===== src/rtl/pipe_skid_register.sv =====
// -----------------------------------------------------------------------------
// pipe_skid_register
//
// Two-entry ready/valid pipeline register with a skid slot. in_ready depends
// only on registered state, so there is no combinational path from out_ready
// back to in_ready. This lets the block break long ready chains while still
// sustaining one entry per cycle.
//
// Parameters
//   WIDTH  payload width in bits (must be > 0)
//   RESET  bit value replicated across both data registers at reset
//
// Ports
//   clk        single clock, rising edge
//   reset      synchronous, active-low reset
//   flush      discard all held entries (data registers untouched)
//   in_valid   upstream entry present
//   in_data    upstream payload
//   in_ready   block can accept an entry this cycle
//   out_valid  out_data holds a valid entry
//   out_data   oldest held entry (main register)
//   out_ready  downstream consumes the entry this cycle
//   count      number of held entries, 0..2
// -----------------------------------------------------------------------------
module pipe_skid_register #(
  parameter int   WIDTH = 64,
  parameter logic RESET = 1'b0
) (
  input  logic             clk,
  input  logic             reset,
  input  logic             flush,
  input  logic             in_valid,
  input  logic [WIDTH-1:0] in_data,
  output logic             in_ready,
  output logic             out_valid,
  output logic [WIDTH-1:0] out_data,
  input  logic             out_ready,
  output logic [1:0]       count
);

  generate
    if (WIDTH <= 0) begin : g_width_check
      $error("pipe_skid_register: WIDTH must be greater than 0");
    end
  endgenerate

  typedef enum logic [1:0] {
    ST_EMPTY = 2'd0,
    ST_ONE   = 2'd1,
    ST_TWO   = 2'd2
  } state_t;

  state_t           r_state;
  state_t           w_state_nxt;
  logic [WIDTH-1:0] r_main;
  logic [WIDTH-1:0] r_skid;

  logic w_accept;
  logic w_fire;
  logic w_load_main;
  logic w_main_from_skid;
  logic w_load_skid;

  // Handshake outputs come straight from registered state.
  assign in_ready  = (r_state != ST_TWO);
  assign out_valid = (r_state != ST_EMPTY);
  assign out_data  = r_main;

  assign w_accept = in_valid & in_ready;
  assign w_fire   = out_valid & out_ready;

  always_comb begin
    count = 2'd0;
    case (r_state)
      ST_ONE:  count = 2'd1;
      ST_TWO:  count = 2'd2;
      default: count = 2'd0;
    endcase
  end

  // Next-state and data-load decode.
  always_comb begin
    w_state_nxt      = r_state;
    w_load_main      = 1'b0;
    w_main_from_skid = 1'b0;
    w_load_skid      = 1'b0;

    if (flush) begin
      // Flush drops every entry and wins over any handshake this cycle;
      // data registers are left alone.
      w_state_nxt = ST_EMPTY;
    end else begin
      case (r_state)
        ST_EMPTY: begin
          if (w_accept) begin
            w_load_main = 1'b1;
            w_state_nxt = ST_ONE;
          end
        end
        ST_ONE: begin
          if (w_accept && w_fire) begin
            w_load_main = 1'b1;
          end else if (w_accept) begin
            w_load_skid = 1'b1;
            w_state_nxt = ST_TWO;
          end else if (w_fire) begin
            w_state_nxt = ST_EMPTY;
          end
        end
        ST_TWO: begin
          // in_ready is low here, so only the skid entry can advance.
          if (w_fire) begin
            w_load_main      = 1'b1;
            w_main_from_skid = 1'b1;
            w_state_nxt      = ST_ONE;
          end
        end
        default: begin
          w_state_nxt = ST_EMPTY;
        end
      endcase
    end
  end

  always_ff @(posedge clk) begin
    if (!reset) begin
      r_state <= ST_EMPTY;
      r_main  <= {WIDTH{RESET}};
      r_skid  <= {WIDTH{RESET}};
    end else begin
      r_state <= w_state_nxt;
      if (w_load_main) begin
        r_main <= w_main_from_skid ? r_skid : in_data;
      end
      if (w_load_skid) begin
        r_skid <= in_data;
      end
    end
  end

endmodule


===== config.mk =====
export PLATFORM = sky130hd
export DESIGN_NAME = pipe_skid_register
export DESIGN_NICKNAME = d
export VERILOG_FILES = /design/src/rtl/pipe_skid_register.sv
export SDC_FILE = /design/constraint.sdc
export NUM_CORES = 1
export LEC_CHECK = 0
export ABC_AREA = 1
export CORE_MARGIN = 1.5
export CORE_UTILIZATION = 50
export DETAILED_ROUTE_END_ITERATION = 10
export GPL_ROUTABILITY_DRIVEN = 0
export PLACE_DENSITY = 0.8
export SETUP_SLACK_MARGIN = 0.05
export SYNTH_ARGS = -nofsm -noshare
export SYNTH_HDL_FRONTEND = slang
export SYNTH_SLANG_ARGS = --single-unit
export TNS_END_PERCENT = 5

===== constraint.sdc =====
create_clock -name clk -period 1.5 [get_ports clk]
set_input_delay 0.3 -clock clk [delete_from_list [all_inputs] [get_ports clk]]
set_output_delay 0.3 -clock clk [all_outputs]
set_load 0.05 [all_outputs]

==> results of run 1 <==
-- final cells by class --
type	count	area [um^2]
multi-input cells	659	2750
fillers	843	2620
well taps	143	179
clock inverters	4	45.0
flip-flops and latches	130	2610
clock buffers	28	527
inverters	70	273
repair buffers	165	2510
-- power groups by stage --
stage                     combinational [mW]  sequential [mW]  clock, mW
after floorplan                        0.545             4.18          0
after global placement                  1.79             3.82          0
after detailed placement                1.82             3.82          0
after CTS                               1.84             3.75       4.03
after global routing                    1.98             3.77       4.18
final                                   1.85             3.75       3.98
-- per-stage QoR --
step           power [mW]  setup TNS (ns)  utilization  instance area (um^2)  setup slack, ns
2_1_floorplan        4.72               0            -                  5950           0.0212
3_3_place_gp         5.61          -22.14        0.705                  8120           -0.222
3_5_place_dp         5.64          -25.69        0.705                  8120           -0.286
4_1_cts              9.61         -0.0971        0.764                  8800          -0.0541
5_1_grt              9.93          -0.153        0.772                  8900          -0.0649
6_report             9.59         -0.0472        0.772                  8900          -0.0355
-- flip-flops by register name, summed over array words and instances, names as in the netlist --
signal    flops
r_state       2
r_skid       64
out_data     64
-- worst max-delay path: cells and delay by family, from the launching register on --
family,cells,cell delay (ns)
flip-flops,1,0.35
AND/OR/NAND/NOR,1,0.13
buffers and inverters,3,0.33
-- routing by layer --
metal	wire, um	vias up	GRT usage
li1	-	3043	-
met1	6740	2639	0.311
met2	7740	157	0.440
met3	924	21	0.0610
met4	294	0	0.0974
met5	0	-	0
-- cell usage in the layout (no fill, tap or decap), drive strengths merged --
cell / n
nor2: 260
bufbuf: 2
clkbuf: 28
a211oi: 1
a21oi: 1
dlymetal6s2s: 1
dfxtp: 130
clkinv: 3
buf: 96
nand3: 66
nand2: 266
o21ai: 64
clkdlybuf4s50: 66
bufinv: 1
o21a: 1
inv: 70
-- worst paths after layout --
| check | slack (ns) | from | endpoint |
|---|---|---|---|
| max reg2reg | 0.04 | r_state[0] | out_data[51] |
| max | -0.04 | r_state[0] | count[0] |
| min reg2reg | 0.48 | r_skid[43] | r_skid[43] |
| min | 0.17 | out_ready | r_state[1] |
-- cells by family after synthesis --
kind of cell | Yosys count | synth area share
flip-flops | 130 | 0.439
buffers and inverters | 131 | 0.115
AND/OR/NAND/NOR | 592 | 0.389
AO/OA/AOI/OAI | 67 | 0.0574
-- what timing repair did --
action,in CTS,in global routing
endpoints found under the setup margin,10,63
buffers inserted,3,0
pin swaps,0,12
resized for setup,8,39
cloned,2,0
==> results_dict.tcl, run 1 <==
set metrics [dict create \
    wl_per_cell_um 13.1 \
    ant_nets 0 \
    layout-drive-gt1-share 0.148 \
    pin_count 137 \
    grt_pass1_wl_um 25700 \
    die_w_um 112 \
    initial_utilization 0.515 \
    synth.distinct_cells 16 \
    seq_power_share 0.391 \
    worstPathArrival_ns 1.24 \
    p_int_mw 7.02 \
    yosysTopAreaCellShare 0.439 \
    whs_ns 0.165 \
    yosys-top-cells-area "dfxtp_1 44%, nand2_1 17%, nor2_1 16%" \
    crit_fanout 3 \
    viasPerCell 4.89 \
    setup_viol 2 \
    wirelength_um 15700 \
    crit_path_top_delay_cell "dfxtp_2" \
    critPathKind "flip-flop to output pin" \
    critical-path-max-stage-delay_ns 0.35 \
    cts_root_buf "clkbuf_16" \
    clkTransAtPathRegs_ns 0.05 \
    netlist_top_cells_count "265 x nand2_1, 260 x nor2_1, 130 x dfxtp_1, 68 x inv_1, 66 x nand3_1" \
    drc_errors 10 \
    synth.avg_cell_area_um2 6.45 \
    cts_tree "yes" \
    power_switching_mw 2.56 \
    die_y_um 112 \
    synthMostInstantiatedCell "nand2_1" \
    cts.sinks 130 \
    drtPass1Iterations 9 \
    hp-class "input pin to flip-flop" \
    ys.flop_type "dfxtp_1" \
    dpl.cell_count 1162 \
    antenna_found_initial 0 \
    post-route-period-util 1.02 \
    crit_chain "inv_4 > buf_6 > nor2_4 > buf_12" \
    setup_slack_ns -0.0355 \
    rows 39 \
    swShare 0.268 \
    ys_ff_latch 130 \
    overflow 0 \
    worst_pin_slew_ns 0.285 \
    power_frac_comb 0.193 \
    hpwl_um 9470 \
    fmax_mhz 651 \
    nNetsFinal 1112 \
    portBuffers 136 \
    violations "DRC, setup timing" \
    ir_worst_vdd_uv 643 \
    synthCells 920 \
    ys_seq_area_frac 0.439 \
    numCtsBuffers 17 \
    yosysWarningCount 0 \
    powerDensity_nw_per_um2 1080 \
    syn_nets 989 \
    grt_pass1_vias 5453 \
    hold_viol 0 \
    cp_data_required_time_ns 1.20 \
    vias 5860 \
    fin_worst_skew_ns 0.00726 \
    instances_no_fill 1199 \
    period_minus_slack_ns 1.54 \
    cts.path.max_buffers 2 \
    drv_slew 0 \
    htreeDepth 4 \
    diodes 0 \
    cts_hold_buf 0 \
    grt_util_all_layers 0.256 \
    async_reset_ff_frac 0 \
    grt_max_degree 65 \
    dr.first_iter.drc_count 327 \
    layout-area-overhead-vs-synth_pct 50.0 \
    die_area_um2 12500 \
    clock_latency_ns 0.42 \
    grt_setup_unrepaired "yes" \
    relSlewSlack 0.810 \
    core_um2 11500 \
    drv_cap 0 \
    startpoint_type "flip-flop" \
    syn_area_um2 5930 \
    setup.worst_path.end_class "output pin" \
    whs_path_depth 2 \
    synth_area_leader_cell "dfxtp_1" \
    p_clk_frac 0.415 \
    status "complete, but fails checks" \
    synth_edf_count 0 \
    reg2reg_depth 10 \
    p_leak_nw 4.13 \
]
Note: power is estimated with default switching activity, not from simulation.
==> run 2, diff against run 1 <==
Settings changed: CAP_MARGIN set to 10, CORE_ASPECT_RATIO set to 0.8.
==> run 2 against run 1 <==
Net effect:
- combinational power increased by 2%
- final area increased by 0.25%
- global-route usage decreased by 0.13 points
- the run ends with setup timing left
- critical endpoint unchanged
- routed wire length increased by 3.0%
- hold slack improved by 0.034 ns
==> results_dict.tcl, run 2 (synthesis results as in run 1) <==
set metrics [dict create \
    diodes 0 \
    die_area_um2 12500 \
    violations "setup timing" \
    worstPathArrival_ns 1.24 \
    crit_path_top_delay_cell "dfxtp_2" \
    dr.first_iter.drc_count 552 \
    wl_per_cell_um 13.4 \
    worst_pin_slew_ns 0.294 \
    powerDensity_nw_per_um2 1100 \
    multi_input_area_um2 2710 \
    layout-drive-gt1-share 0.142 \
    cts_root_buf "clkbuf_16" \
    period_minus_slack_ns 1.54 \
    drtPass1Iterations 7 \
    rows 35 \
    timing.critical_path.mode_cell "buf_12" \
    die_w_um 125 \
    drc_errors 0 \
    whs_ns 0.199 \
    drv_slew 0 \
    hp-class "input pin to flip-flop" \
    vias 6005 \
    layout_common_cells "261 x nand2_1, 253 x nor2_1, 128 x dfxtp_1, 82 x buf_12, 67 x inv_1" \
    final_util 0.774 \
    grt_max_degree 60 \
    critPathKind "flip-flop to output pin" \
    core_um2 11500 \
    grt_util_all_layers 0.255 \
    grt_setup_unrepaired "yes" \
    initial_utilization 0.515 \
    relSlewSlack 0.803 \
    seq_area_um2 2610 \
    setup_slack_ns -0.0430 \
    wirelength_um 16200 \
    drv_cap 0 \
    p_leak_nw 4.16 \
    nFillCells 817 \
    grt_pass1_wl_um 25900 \
    startpoint_type "flip-flop" \
    fin_worst_skew_ns 0.00781 \
    viasPerCell 4.97 \
    nNetsFinal 1116 \
    critPathBufInv 3 \
    cts_tree "yes" \
    critical-path-max-stage-delay_ns 0.35 \
    overflow 0 \
    cts_hold_buf 0 \
    setup_viol 4 \
    pin_count 137 \
    grt_pass1_vias 5520 \
    clock_latency_ns 0.41 \
    antenna_found_initial 0 \
    die_y_um 100 \
    layout-area-overhead-vs-synth_pct 50.3 \
    status "complete, but fails checks" \
    portBuffers 136 \
    numCtsBuffers 17 \
    hpwl_um 9520 \
    fmax_mhz 648 \
    cp_data_required_time_ns 1.20 \
    post-route-period-util 1.03 \
    cts.path.max_buffers 2 \
    crit_fanout 3 \
    crit_chain "inv_4 > buf_12 > nor2_4 > buf_12" \
    setup.worst_path.end_class "output pin" \
    setup_tns_ns -0.0682 \
    cts.sinks 130 \
    htreeDepth 4 \
    ant_nets 0 \
    dpl.cell_count 1165 \
    path_delay_family "flip-flops" \
    clkTransAtPathRegs_ns 0.06 \
    hold_viol 0 \
    instances_no_fill 1208 \
    ir_worst_vdd_uv 790 \
    final_common_cell "nand2_1" \
]
-- run 2: cell types whose count changed in the layout (fill, tap and decap cells not counted), sizes merged --
cell,change
bufinv,+2
clkbuf,-3
clkinv,+1
clkinvlp,+3
buf,+3
bufbuf,-2
-- run 2: what timing repair did --
action / 4_1_cts / 5_1_grt
cloned: 0 / 4
buffers inserted: 3 / 4
pin swaps: 1 / 5
gates resized for setup: 10 / 23
setup endpoints to repair: 28 / 131
-- run 2: per-layer routing --
layer | wire length (um) | track usage | share of wire | vias to the layer above
li1 | - | - | - | 3054
met1 | 7060 | 0.314 | 0.44 | 2689
met2 | 7760 | 0.433 | 0.48 | 227
met3 | 969 | 0.0592 | 0.060 | 35
met4 | 366 | 0.104 | 0.023 | 0
met5 | 0 | 0 | 0 | -
-- run 2: final cells by class --
class	instances	share of cell area
flip-flops and latches	130	0.292
repair buffers	169	0.286
multi-input cells	659	0.304
well taps	148	0.0208
inverters	70	0.0297
clock inverters	10	0.0149
clock buffers	22	0.0520
-- run 2: per-stage QoR --
step	worst slack (ns)	cell area, um^2	total power [mW]
4_1_cts	-0.0539	8740	9.79
3_3_place_gp	-0.251	8090	5.61
5_1_grt	-0.106	8920	10.2
3_5_place_dp	-0.312	8090	5.63
2_1_floorplan	0.0212	5950	4.72
6_report	-0.0430	8920	9.83
-- run 2: final timing paths --
kind / slack, ns / startpoint / to / depth (start not counted)
worst max register to register: -0.01 / r_state[0] / r_skid[50] / 7
worst min register to register: 0.48 / r_skid[28] / r_skid[28] / 2
worst max-delay path: -0.04 / r_state[0] / count[0] / 4
worst min-delay path: 0.20 / out_ready / r_state[1] / 2
-- run 2: power breakdown --
part	internal (mW)	switching [mW]
Sequential	3.61	0.149
Clock	2.69	1.50
Combinational	0.900	0.992
Total	7.19	2.64
